`src/rtl/life_run_controller.sv`:
```
`default_nettype none
// ============================================================================
// Module   : life_run_controller
// Brief    : Single-clock Game of Life sequencer: button debounce, mode FSM,
//            generation tick, engine handshake, row cursor, generation count.
// Revision : 1.0 - initial release
// ============================================================================
module life_run_controller #(
    parameter int TICK_DIV        = 50_000_000,
    parameter int DEBOUNCE_CYCLES = 1_000_000,
    parameter int ROWS            = 16,
    parameter int GEN_W           = 16
) (
    input  logic                    clk,
    input  logic                    reset,
    input  logic                    btn_l,
    input  logic                    btn_r,
    input  logic                    btn_u,
    input  logic                    btn_d,
    input  logic                    btn_c,
    input  logic [1:0]              speed_sel,
    input  logic                    gen_done,
    output logic [2:0]              mode,
    output logic                    gen_req,
    output logic                    board_latch,
    output logic [$clog2(ROWS)-1:0] row_sel,
    output logic                    row_load,
    output logic                    clear_board,
    output logic [GEN_W-1:0]        gen_cnt
);

    localparam int c_db_w = $clog2(DEBOUNCE_CYCLES + 1);
    localparam int c_tw   = $clog2(TICK_DIV + 1);
    localparam int c_rw   = $clog2(ROWS);

    localparam logic [c_db_w-1:0] c_db_last  = c_db_w'(DEBOUNCE_CYCLES - 1);
    localparam logic [c_tw-1:0]   c_tick_div = c_tw'(TICK_DIV);
    localparam logic [c_rw-1:0]   c_row_max  = c_rw'(ROWS - 1);

    localparam logic [2:0] c_mode_set   = 3'b001;
    localparam logic [2:0] c_mode_run   = 3'b010;
    localparam logic [2:0] c_mode_pause = 3'b100;

    typedef enum logic [1:0] {
        ST_SET   = 2'd0,
        ST_RUN   = 2'd1,
        ST_PAUSE = 2'd2,
        ST_BUSY  = 2'd3
    } state_t;

    // ------------------------------------------------------------------
    // Button conditioning: bit order {c, d, u, r, l}
    // ------------------------------------------------------------------
    logic [4:0] w_btn_raw;
    logic [4:0] w_press;

    assign w_btn_raw = {btn_c, btn_d, btn_u, btn_r, btn_l};

    for (genvar i = 0; i < 5; i++) begin : g_btn
        logic              r_sync1;
        logic              r_sync2;
        logic              r_level;
        logic [c_db_w-1:0] r_cnt;

        always_ff @(posedge clk) begin
            if (!reset) begin
                r_sync1 <= 1'b0;
                r_sync2 <= 1'b0;
                r_level <= 1'b0;
                r_cnt   <= '0;
            end else begin
                r_sync1 <= w_btn_raw[i];
                r_sync2 <= r_sync1;
                if (r_sync2 == r_level) begin
                    r_cnt <= '0;
                end else if (r_cnt == c_db_last) begin
                    r_cnt   <= '0;
                    r_level <= r_sync2;
                end else begin
                    r_cnt <= r_cnt + 1'b1;
                end
            end
        end

        // Press is the cycle the debounced level is about to rise.
        assign w_press[i] = r_sync2 && !r_level && (r_cnt == c_db_last);
    end

    logic w_l, w_r, w_u, w_d, w_c;
    assign {w_c, w_d, w_u, w_r, w_l} = w_press;

    // ------------------------------------------------------------------
    // Mode FSM and datapath registers
    // ------------------------------------------------------------------
    state_t             r_state, w_state_n;
    logic               r_ret_pause, w_ret_pause_n;
    logic               r_stop_pending, w_stop_n;
    logic [c_tw-1:0]    r_tick, w_tick_n;
    logic [c_rw-1:0]    r_row_sel, w_row_n;
    logic [GEN_W-1:0]   r_gen_cnt, w_cnt_n;
    logic               r_gen_req, w_req_n;
    logic               r_board_latch, w_latch_n;
    logic               r_row_load, w_load_n;
    logic               r_clear, w_clear_n;
    logic [2:0]         r_mode, w_mode_n;
    logic [c_tw-1:0]    w_period;
    logic               w_tick_hit;

    assign w_period   = c_tick_div >> speed_sel;
    // ">=" lets a shortened period fire at once when the count already overshoots.
    assign w_tick_hit = (r_tick + 1'b1) >= w_period;

    always_ff @(posedge clk) begin
        if (!reset) begin
            r_state        <= ST_SET;
            r_ret_pause    <= 1'b0;
            r_stop_pending <= 1'b0;
            r_tick         <= '0;
            r_row_sel      <= '0;
            r_gen_cnt      <= '0;
            r_gen_req      <= 1'b0;
            r_board_latch  <= 1'b0;
            r_row_load     <= 1'b0;
            r_clear        <= 1'b0;
            r_mode         <= c_mode_set;
        end else begin
            r_state        <= w_state_n;
            r_ret_pause    <= w_ret_pause_n;
            r_stop_pending <= w_stop_n;
            r_tick         <= w_tick_n;
            r_row_sel      <= w_row_n;
            r_gen_cnt      <= w_cnt_n;
            r_gen_req      <= w_req_n;
            r_board_latch  <= w_latch_n;
            r_row_load     <= w_load_n;
            r_clear        <= w_clear_n;
            r_mode         <= w_mode_n;
        end
    end

    always_comb begin
        w_state_n     = r_state;
        w_ret_pause_n = r_ret_pause;
        w_stop_n      = r_stop_pending;
        w_tick_n      = r_tick;
        w_row_n       = r_row_sel;
        w_cnt_n       = r_gen_cnt;
        w_req_n       = r_gen_req;
        w_latch_n     = 1'b0;
        w_load_n      = 1'b0;
        w_clear_n     = 1'b0;
        w_mode_n      = c_mode_set;

        if (w_l) begin
            w_clear_n     = 1'b1;
            w_cnt_n       = '0;
            w_row_n       = '0;
            w_state_n     = ST_SET;
            w_req_n       = 1'b0;
            w_stop_n      = 1'b0;
            w_ret_pause_n = 1'b0;
            w_tick_n      = '0;
        end else begin
            case (r_state)
                ST_SET: begin
                    if (w_r) begin
                        w_state_n = ST_RUN;
                        w_tick_n  = '0;
                    end else if (w_c) begin
                        w_load_n = 1'b1;
                    end else if (w_u && !w_d) begin
                        w_row_n = (r_row_sel == c_row_max) ? '0 : r_row_sel + 1'b1;
                    end else if (w_d && !w_u) begin
                        w_row_n = (r_row_sel == '0) ? c_row_max : r_row_sel - 1'b1;
                    end
                end
                ST_RUN: begin
                    if (w_r) begin
                        w_state_n = ST_PAUSE;
                    end else if (w_tick_hit) begin
                        w_tick_n      = '0;
                        w_state_n     = ST_BUSY;
                        w_ret_pause_n = 1'b0;
                        w_req_n       = 1'b1;
                    end else begin
                        w_tick_n = r_tick + 1'b1;
                    end
                end
                ST_PAUSE: begin
                    if (w_r) begin
                        w_state_n = ST_RUN;
                    end else if (w_c) begin
                        w_state_n     = ST_BUSY;
                        w_ret_pause_n = 1'b1;
                        w_req_n       = 1'b1;
                    end
                end
                ST_BUSY: begin
                    if (w_r) begin
                        w_stop_n = 1'b1;
                    end
                    if (gen_done) begin
                        w_req_n   = 1'b0;
                        w_latch_n = 1'b1;
                        w_stop_n  = 1'b0;
                        if (r_gen_cnt != {GEN_W{1'b1}}) begin
                            w_cnt_n = r_gen_cnt + 1'b1;
                        end
                        w_state_n = (w_r || r_stop_pending || r_ret_pause) ? ST_PAUSE : ST_RUN;
                    end
                end
                default: w_state_n = ST_SET;
            endcase
        end

        case (w_state_n)
            ST_SET:   w_mode_n = c_mode_set;
            ST_RUN:   w_mode_n = c_mode_run;
            ST_PAUSE: w_mode_n = c_mode_pause;
            default:  w_mode_n = w_ret_pause_n ? c_mode_pause : c_mode_run;
        endcase
    end

    assign mode        = r_mode;
    assign gen_req     = r_gen_req;
    assign board_latch = r_board_latch;
    assign row_sel     = r_row_sel;
    assign row_load    = r_row_load;
    assign clear_board = r_clear;
    assign gen_cnt     = r_gen_cnt;

endmodule
`default_nettype wire

```
`config.mk`:
```
export PLATFORM = sky130hd
export DESIGN_NAME = life_run_controller
export DESIGN_NICKNAME = d
export VERILOG_FILES = /design/src/rtl/life_run_controller.sv
export SDC_FILE = /design/constraint.sdc
export NUM_CORES = 1
export LEC_CHECK = 0
export BUFFER_PORTS_ARGS = -buffer_cell sky130_fd_sc_hd__buf_2
export CAP_MARGIN = 20
export CORE_MARGIN = 4
export CORE_UTILIZATION = 65
export DETAILED_ROUTE_END_ITERATION = 16
export PLACE_DENSITY = 0.83
export SLEW_MARGIN = 40
export SYNTH_ARGS = -nofsm -noshare
export SYNTH_HDL_FRONTEND = slang
export SYNTH_SLANG_ARGS = --single-unit
```
`constraint.sdc`:
```
create_clock -name clk -period 11.5 [get_ports clk]
set_input_delay 1.725 -clock clk [delete_from_list [all_inputs] [get_ports clk]]
set_output_delay 1.725 -clock clk [all_outputs]
set_load 0.005 [all_outputs]
```
Word-level counts from Yosys, hierarchy flattened:

Index checks and enable logic that the tools add are counted.

* bits of input ports: 10
* bits in registers: 172

* add/subtract/negate cells: 9
* bitwise gates (word level): 10
* magnitude comparators: 1
* multiplexer cells: 36
* reduce and logical (&&, ||, !) cells: 46
* shift operators: 1
* equality and inequality tests: 23

Operators with widths (number)
* 20-bit by 1-bit adder with 20-bit output, second input constant: 5
* 20-bit == test, second input constant: 5
* 26-bit two-way mux: 3
* 26-bit one-hot mux with 2 select lines: 1
* 26-bit by 1-bit adder with 26-bit output, second input constant: 1
* 26-bit greater-or-equal comparator: 1
* 26-bit by 2-bit right shift with 26-bit output, first input constant: 1
* 3-bit OR reduction: 6
* 16-bit by 1-bit adder with 16-bit output, second input constant: 1
* 2-bit two-way mux: 8
* 4-bit two-way mux: 4
* 16-bit inequality test, second input constant: 1
* 1-bit two-way mux: 15
* 1-bit logical AND: 12
* 2-bit inequality test, second input constant: 6
* 2-bit AND reduction: 6
* 1-bit NOT: 10
* 3-bit one-hot mux with 3 select lines: 1
* 2-bit one-hot mux with 4 select lines: 1
* 1-bit logical NOT: 7
* 2-bit == test, second input constant: 3
* 3-bit AND reduction: 2
* 6-bit AND reduction: 1
* 2-bit nonzero test: 3
* other kinds (15): 22

Logic depth before layout (Yosys ltp):

Gate-level depths: netlist of run 1.

* depth after elaboration: 11
* mapped depth: 18
* gate-level depth less buffers: 15

Worst setup path after synthesis of run 1:

OpenSTA, ideal clock, no wires.

* path type: in2reg
* start: in speed_sel[1]
* end: reg r_tick[24]
* arrival: 4.018 ns
* library setup time: 0.128 ns
* required time: 11.372 ns
* cell stages on the path: 13
* path buffers: 2
* path slack: 7.354 ns
* path through: inv_1 > nand2_1 > ha_1 > nand3_1 > or3_1 > or4_1 > o211ai_2 > and4_4 > buf_6 > nor3_4 > buf_4 > a22oi_1 > nor2_1

* cells in the longest elaborated chain, start to end: 5

Ends and longest elaborated chain
* start, declared: RTL line 21 `input logic [1:0] speed_sel,`
* 26-bit by 2-bit right shift with 26-bit output: RTL line 109 `assign w_period = c_tick_div >> speed_sel;`
* 26-bit greater-or-equal comparator: RTL line 111 `assign w_tick_hit = (r_tick + 1'b1) >= w_period;`
* 26-bit two-way mux: RTL line 180 `end else if (w_tick_hit) begin`
* 26-bit two-way mux: RTL line 178 `if (w_r) begin`
* 26-bit one-hot mux with 2 select lines: RTL line 164 `case (r_state)`
* end signal, assigned: RTL line 130 `r_tick <= w_tick_n;`
* end, declared: RTL line 98 `logic [c_tw-1:0] r_tick, w_tick_n;`

No other way between the ends. The select of a mux whose other input is x is not followed.
A chain may end at the register's enable or synchronous reset.

Worst setup path after layout of run 1:

* start: reg r_tick[7]
* end: reg r_tick[7]

* cells in the longest elaborated chain, start to end: 5

Ends and longest elaborated chain (RTL line)
* 26-bit by 1-bit adder with 26-bit output (*): 111, 186
* 26-bit greater-or-equal comparator: 111
* 26-bit two-way mux (*): 180
* 26-bit two-way mux (*): 178
* 26-bit one-hot mux with 2 select lines (*): 164

Every way passes the cells marked *; elsewhere a longest branch is shown, timed or not. The select of a mux whose other input is x is not followed.

==> impl_metrics.toml, run 1 <==
[power]
p_leak_nw = 3.381
power_density_mw_per_mm2 = 124.7
max-vdd-ir-drop_mv = 0.1337

[die]
fp.dieH_um = 121.9
initial_core_util_pct = 66.59
num_rows = 41
core_region_area_mm2 = 0.01267
die_x_um = 121.9
die_area_mm2 = 0.01487
pin_count = 37

[sta]
hold_violations = 0
worst_clock_skew_ns = 0.009992
tightest_slew_ns = 0.7738
fin_setup_tns_ns = 0
drv_slew = 0
fin_crit_ns = 4.606
slew_headroom_pct = 48.26
hold_ws_ns = 0.4320
clock.fmax_mhz = 217.1
rsz0062_at_grt = "false"
setup_viol = 0
finalCritPeriodShare_pct = 40.05

[detailed_routing]
vias_per_cell = 5.600
wl_um = 16420
wl_per_cell_um = 13.63
drt_iter0_drc = 528
detail-route-antenna-nets = 0
vias = 6743
firstDrtPassIters = 5
drc_errors = 0

[yosys]
syn_inst = 993
netlist_area_mm2 = 0.008438
synth_flop_cell = "dfxtp_1"
syn_nets = 1042
synth.distinct_cells = 59
synth_area_leaders = "dfxtp_1, nor2_1, xor2_1"
yosysSeqAreaShare_pct = 40.81
async_flop_share_pct = 0
synth_top_area_share_pct = 40.81
synth_area_leader_cell = "dfxtp_1"
syn_area_per_cell_um2 = 8.498
synth_edf_count = 0
ys_warn_count = 0
ys_ff_latch = 172

[cells_and_area]
fillers = 977
drive_above_1_share_pct = 8.438
fin_nets = 1067
areaGrowthSynthToFinish_pct = 9.757

[flow_run]
max_cap_violations = 0

[cts]
cts_resized = 0
cts_inserted_buffers = 17
postCtsSetupBuffers = 0
cts_hold_buffers = 0
cts-root-buf = "clkbuf_16"
clock-sinks = 172
clk_pin_slew_ns = 0.07
clock_latency_ns = 0.44
htree_levels = 4
clk_path_buf_depth = 2
cts_tree = "built"

[setup_path]
crit_arrival_ns = 4.95
start_kind = "flop"
cp.required_ns = 11.84
critical_path_class = "flop to flop"
ff2ff_path_depth = 14
cp_max_fo = 19
critPathCaptureType = "flop"
crit_family = "simple AND/OR/NAND/NOR gates"
crit_top_cell = "nand4_1"
slowest_delay_ns = 0.64
crit_chain = "nand4_1, nor4_1, and2_1, nand4_1, xnor2_1, ha_1, a21oi_1, o21ai_0, a211oi_1, o211ai_2, and4_4, nor3_4, o21ai_1, a311oi_1"
critPathBufInv = 0
slowest_stage = "nor3_4"
path_depth = 14

[worst_hold_path]
hold_class = "flop to flop"
whs_path_depth = 1

[grt]
grt_antenna_before_repair = 1
grt_usage_pct = 22.58
grt_max_degree = 45
grt_overflow = 0
grt_pass1_wl_um = 27440
grt_pass1_vias = 6194

[place]
numPortBuffers = 36
dp_hpwl_um = 11210
place_congestion = 0.8689

[run_status]
outcome = "finished clean"
## worst reg2reg max path: cells and delay by family (launching register included)
kind                       cells  cell delay, ns
AOI/OAI and AO/OA              6            1.26
and+or+nand+nor                6            2.17
xor gates and xnor gates       1            0.24
DFF                            1            0.52
adders and majority gates      1            0.30
## metrics by stage
step	utilization (%)	area (um2)	cells	total power [mW]	setup slack (ns)
floorplan	-	8438	993	0.6261	7.354
global placement	68.68	8702	1171	0.6314	6.985
detailed placement	68.74	8710	1171	0.6320	6.868
CTS	73.07	9259	1203	1.164	6.982
global route	73.09	9261	1204	1.193	6.544
finish	73.09	9261	1204	1.155	6.894
## registers in the layout, indices dropped and copies added, names as in the netlist
signal,count
board_latch,1
clear_board,1
g_btn.r_cnt,100
g_btn.r_level,5
g_btn.r_sync1,5
g_btn.r_sync2,5
gen_cnt,16
gen_req,1
mode,3
r_ret_pause,1
r_state,2
r_stop_pending,1
r_tick,26
row_load,1
row_sel,4
## layer usage
metal | vias to the layer above | track usage (%) | wire length [um] | part of all wire [%]
met2 | 116 | 37.22 | 7836 | 48
met1 | 3117 | 28.41 | 7563 | 46
met5 | - | 0 | 0 | 0
met3 | 35 | 5.525 | 624 | 3.8
met4 | 0 | 9.314 | 392 | 2.4
li1 | 3475 | - | - | -
## report_power, final
part           total [mW]  internal [mW]  switching, mW
clock               0.536          0.287          0.250
sequential          0.599          0.598        0.00113
combinational      0.0197        0.00638         0.0134
## synth_stat cells (2+ instances only)
library cell and n:
a21oi_1 35, mux2i_1 8, a311oi_1 7, or3_1 17, a211oi_1 2, nor2b_1 9, ha_1 39, a41oi_1 4
and3_1 29, a21boi_0 3, nand3b_1 2, xor2_1 73, xnor2_1 43, nand3_1 57, buf_2 3, nor4_1 10
a31oi_1 11, inv_1 36, buf_6 3, nand2b_1 5, or3b_2 3, dfxtp_1 172, or4_1 3, nand4_1 25
o21ai_0 27, and4_1 6, nor4b_1 7, nor3b_1 2, nand2_1 78, nor3_1 15, and2_1 17, a211o_1 2
a21o_1 5, nor2_1 172, a22oi_1 12, clkbuf_1 26, o21ai_1 3
## cells by family (layout without fill, tap and decap cells)
kind of cell / count (synthesis) / count (layout) / share of synthesized area, %
compound gates: 122 / 122 / 9.609
simple gates: 467 / 467 / 27.39
buf+inv: 69 / 107 / 3.425
xor+xnor: 116 / 116 / 12.04
flops: 172 / 172 / 40.81
mux: 8 / 8 / 0.9490
other cells: 0 / 1 / 0
fa+ha+maj: 39 / 39 / 5.783
## final cells by class
cell class / instances / area [um2] / area share, %
Antenna cell: 1 / 2.502 / 0.02702
Clock buffer: 19 / 442.9 / 4.782
Clock inverter: 13 / 106.4 / 1.148
Inverter: 36 / 135.1 / 1.459
Multi-Input combinational cell: 752 / 4713 / 50.89
Sequential cell: 172 / 3443 / 37.18
Tap cell: 172 / 215.2 / 2.324
Timing Repair Buffer: 39 / 202.7 / 2.189
## placed cells by master, fill, tap and decap left out, types with 17 or more instances in the layout
master / n
a21oi_1: 35
and2_1: 17
and3_1: 29
buf_2: 36
clkbuf_16: 17
dfxtp_1: 172
ha_1: 39
inv_1: 36
nand2_1: 78
nand3_1: 57
nand4_1: 25
nor2_1: 172
o21ai_0: 27
or3_1: 17
xnor2_1: 43
xor2_1: 73
## path summary, 6_finish.rpt
kind / startpoint / to / slack (ns)
max reg2reg: r_tick[7]$_SDFFE_PP0P_ / r_tick[7]$_SDFFE_PP0P_ / 6.89
min reg2reg: g_btn[4].r_sync1$_SDFF_PN0_ / g_btn[4].r_sync2$_SDFF_PN0_ / 0.43
min: g_btn[4].r_sync1$_SDFF_PN0_ / g_btn[4].r_sync2$_SDFF_PN0_ / 0.43
max: r_tick[7]$_SDFFE_PP0P_ / r_tick[7]$_SDFFE_PP0P_ / 6.89
Note: power is estimated with default switching activity, not from simulation.
==> run 2, diff against run 1 <==
- CORE_UTILIZATION: 65 -> 62
- PLACE_DENSITY: 0.83 -> 0.8
- clock period: 11.5 -> 4.5 ns (I/O delays scaled with it)
==> run 2 against run 1 <==
Sequential power grew to 2.6 times the previous value. Hold slack gained 0.0026 ns. Highest routed layer unchanged. Combinational power grew to 2.6 times the previous value. Fmax grew 13%. Count of clock-buffer cells in the layout grew 1. Via count grew 1.7%. Power grew to 2.7 times the previous value. Final cell count grew 0.75%. Die area grew 4.5%. First-iteration DRC count shrank 8.0%. Clock power grew to 2.9 times the previous value.
==> impl_metrics.toml, run 2 (synthesis results as in run 1) <==
[die]
die_x_um = 124.7
core_region_area_mm2 = 0.01330
fp.dieH_um = 124.7
die_area_mm2 = 0.01554
pin_count = 37
initial_core_util_pct = 63.47
num_rows = 42

[grt]
grt_pass1_wl_um = 28720
grt_pass1_vias = 6295
grt_antenna_before_repair = 0
grt_usage_pct = 21.50
grt_overflow = 0
grt_max_degree = 27

[detailed_routing]
vias = 6859
wl_per_cell_um = 13.70
wl_um = 16620
drc_errors = 0
vias_per_cell = 5.655
drt_iter0_drc = 486
detail-route-antenna-nets = 0
firstDrtPassIters = 5

[power]
p_leak_nw = 3.466
power_density_mw_per_mm2 = 335.8
max-vdd-ir-drop_mv = 0.3112

[cts]
clk_path_buf_depth = 2
clk_pin_slew_ns = 0.06
htree_levels = 4
cts_tree = "built"
cts_inserted_buffers = 17
cts-root-buf = "clkbuf_16"
clock-sinks = 172
clock_latency_ns = 0.43

[sta]
hold_violations = 0
drv_slew = 0
finalCritPeriodShare_pct = 90.21
clock.fmax_mhz = 246.4
worst_clock_skew_ns = 0.008922
fin_setup_tns_ns = 0
tightest_slew_ns = 0.7752
rsz0062_at_grt = "false"
setup_slack_ns = 0.4407
fin_crit_ns = 4.059
slew_headroom_pct = 48.17
setup_viol = 0

[place]
placed_cell_area_mm2 = 0.008745
dp_slack_ns = 0.4820
numPortBuffers = 36
place_congestion = 0.8869
dp_hpwl_um = 11450

[cells_and_area]
diodes = 0
multi_input_area_mm2 = 0.004713
final_cell_mix = "nor2_1, dfxtp_1, nand2_1"
design_area_mm2 = 0.009404
final_util_pct = 70.73
largest_register_ffs = 100
top_register = "g_btn.r_cnt"
regArea_mm2 = 0.003443
fillers = 1040
areaGrowthSynthToFinish_pct = 11.45
drive_above_1_share_pct = 8.968
fin_nets = 1073

[flow_run]
max_cap_violations = 0

[setup_path]
crit_arrival_ns = 4.38
critPathCaptureType = "flop"
start_kind = "flop"
cp_max_fo = 9
critical_path_class = "flop to flop"
cp.required_ns = 4.82

[run_status]
outcome = "finished clean"

[worst_hold_path]
hold_class = "flop to flop"
==> run 2: layout make-up <==
type | instances | share of cell area, %
well taps | 176 | 2.342
multi-input cells | 752 | 50.12
clock inverters | 12 | 1.956
inverters | 36 | 1.437
repair buffers | 45 | 2.674
flip-flops and latches | 172 | 36.62
clock buffers | 20 | 4.856
==> run 2: routing by layer <==
layer / up-vias / routed length, um / track usage [%] / share of wire [%]
li1: 3507 / - / - / -
met1: 3193 / 7820 / 28.09 / 47
met2: 134 / 7897 / 35.62 / 48
met3: 25 / 669 / 4.803 / 4.0
met4: 0 / 235 / 6.447 / 1.4
met5: - / 0 / 0 / 0
==> run 2: per-stage QoR <==
stage | total power, mW | hold WS (ns) | std cells
3_3_place_gp | 1.614 | 0.4137 | 1179
3_5_place_dp | 1.615 | 0.4199 | 1179
6_report | 3.158 | 0.4347 | 1213
5_1_grt | 3.259 | 0.4502 | 1213
2_1_floorplan | 1.600 | 0.4119 | 993
4_1_cts | 3.179 | 0.4357 | 1211
==> run 2: where the power goes <==
part           switching [mW]  leakage, nW  total, mW  internal (mW)
Sequential            0.00279         1.39       1.53           1.53
Combinational          0.0343         1.77     0.0509         0.0166
Clock                   0.609        0.313       1.58          0.967
Total                   0.646         3.47       3.16           2.51
==> run 2: final timing paths <==
kind | start | end | slack (ns) | cells after the start
min reg2reg | g_btn[4].r_sync1$_SDFF_PN0_ | g_btn[4].r_sync2$_SDFF_PN0_ | 0.43 | 1
max | r_tick[7]$_SDFFE_PP0P_ | mode[1]$_SDFF_PN0_ | 0.44 | 15
max reg2reg | r_tick[7]$_SDFFE_PP0P_ | mode[1]$_SDFF_PN0_ | 0.44 | 15
min | g_btn[4].r_sync1$_SDFF_PN0_ | g_btn[4].r_sync2$_SDFF_PN0_ | 0.43 | 1
==> run 2: critical path, stage by stage, from the launching register on <==
cell and delay, ns:
dfxtp_1 0.51, nand4_1 0.27, nor4_1 0.34, buf_4 0.18, and2_1 0.20, nand4_1 0.13
xnor2_1 0.17, ha_1 0.32, nand4_1 0.15, a211o_1 0.24, or4_1 0.42, o211ai_2 0.09
nand4_1 0.22, a311oi_1 0.37, inv_1 0.10, o2111a_1 0.23
==> run 2: what timing repair did <==
item	CTS	global route
setup buffers	0	1
hold buffers	0	0
setup endpoints to repair	0	3
gates resized for setup	0	0
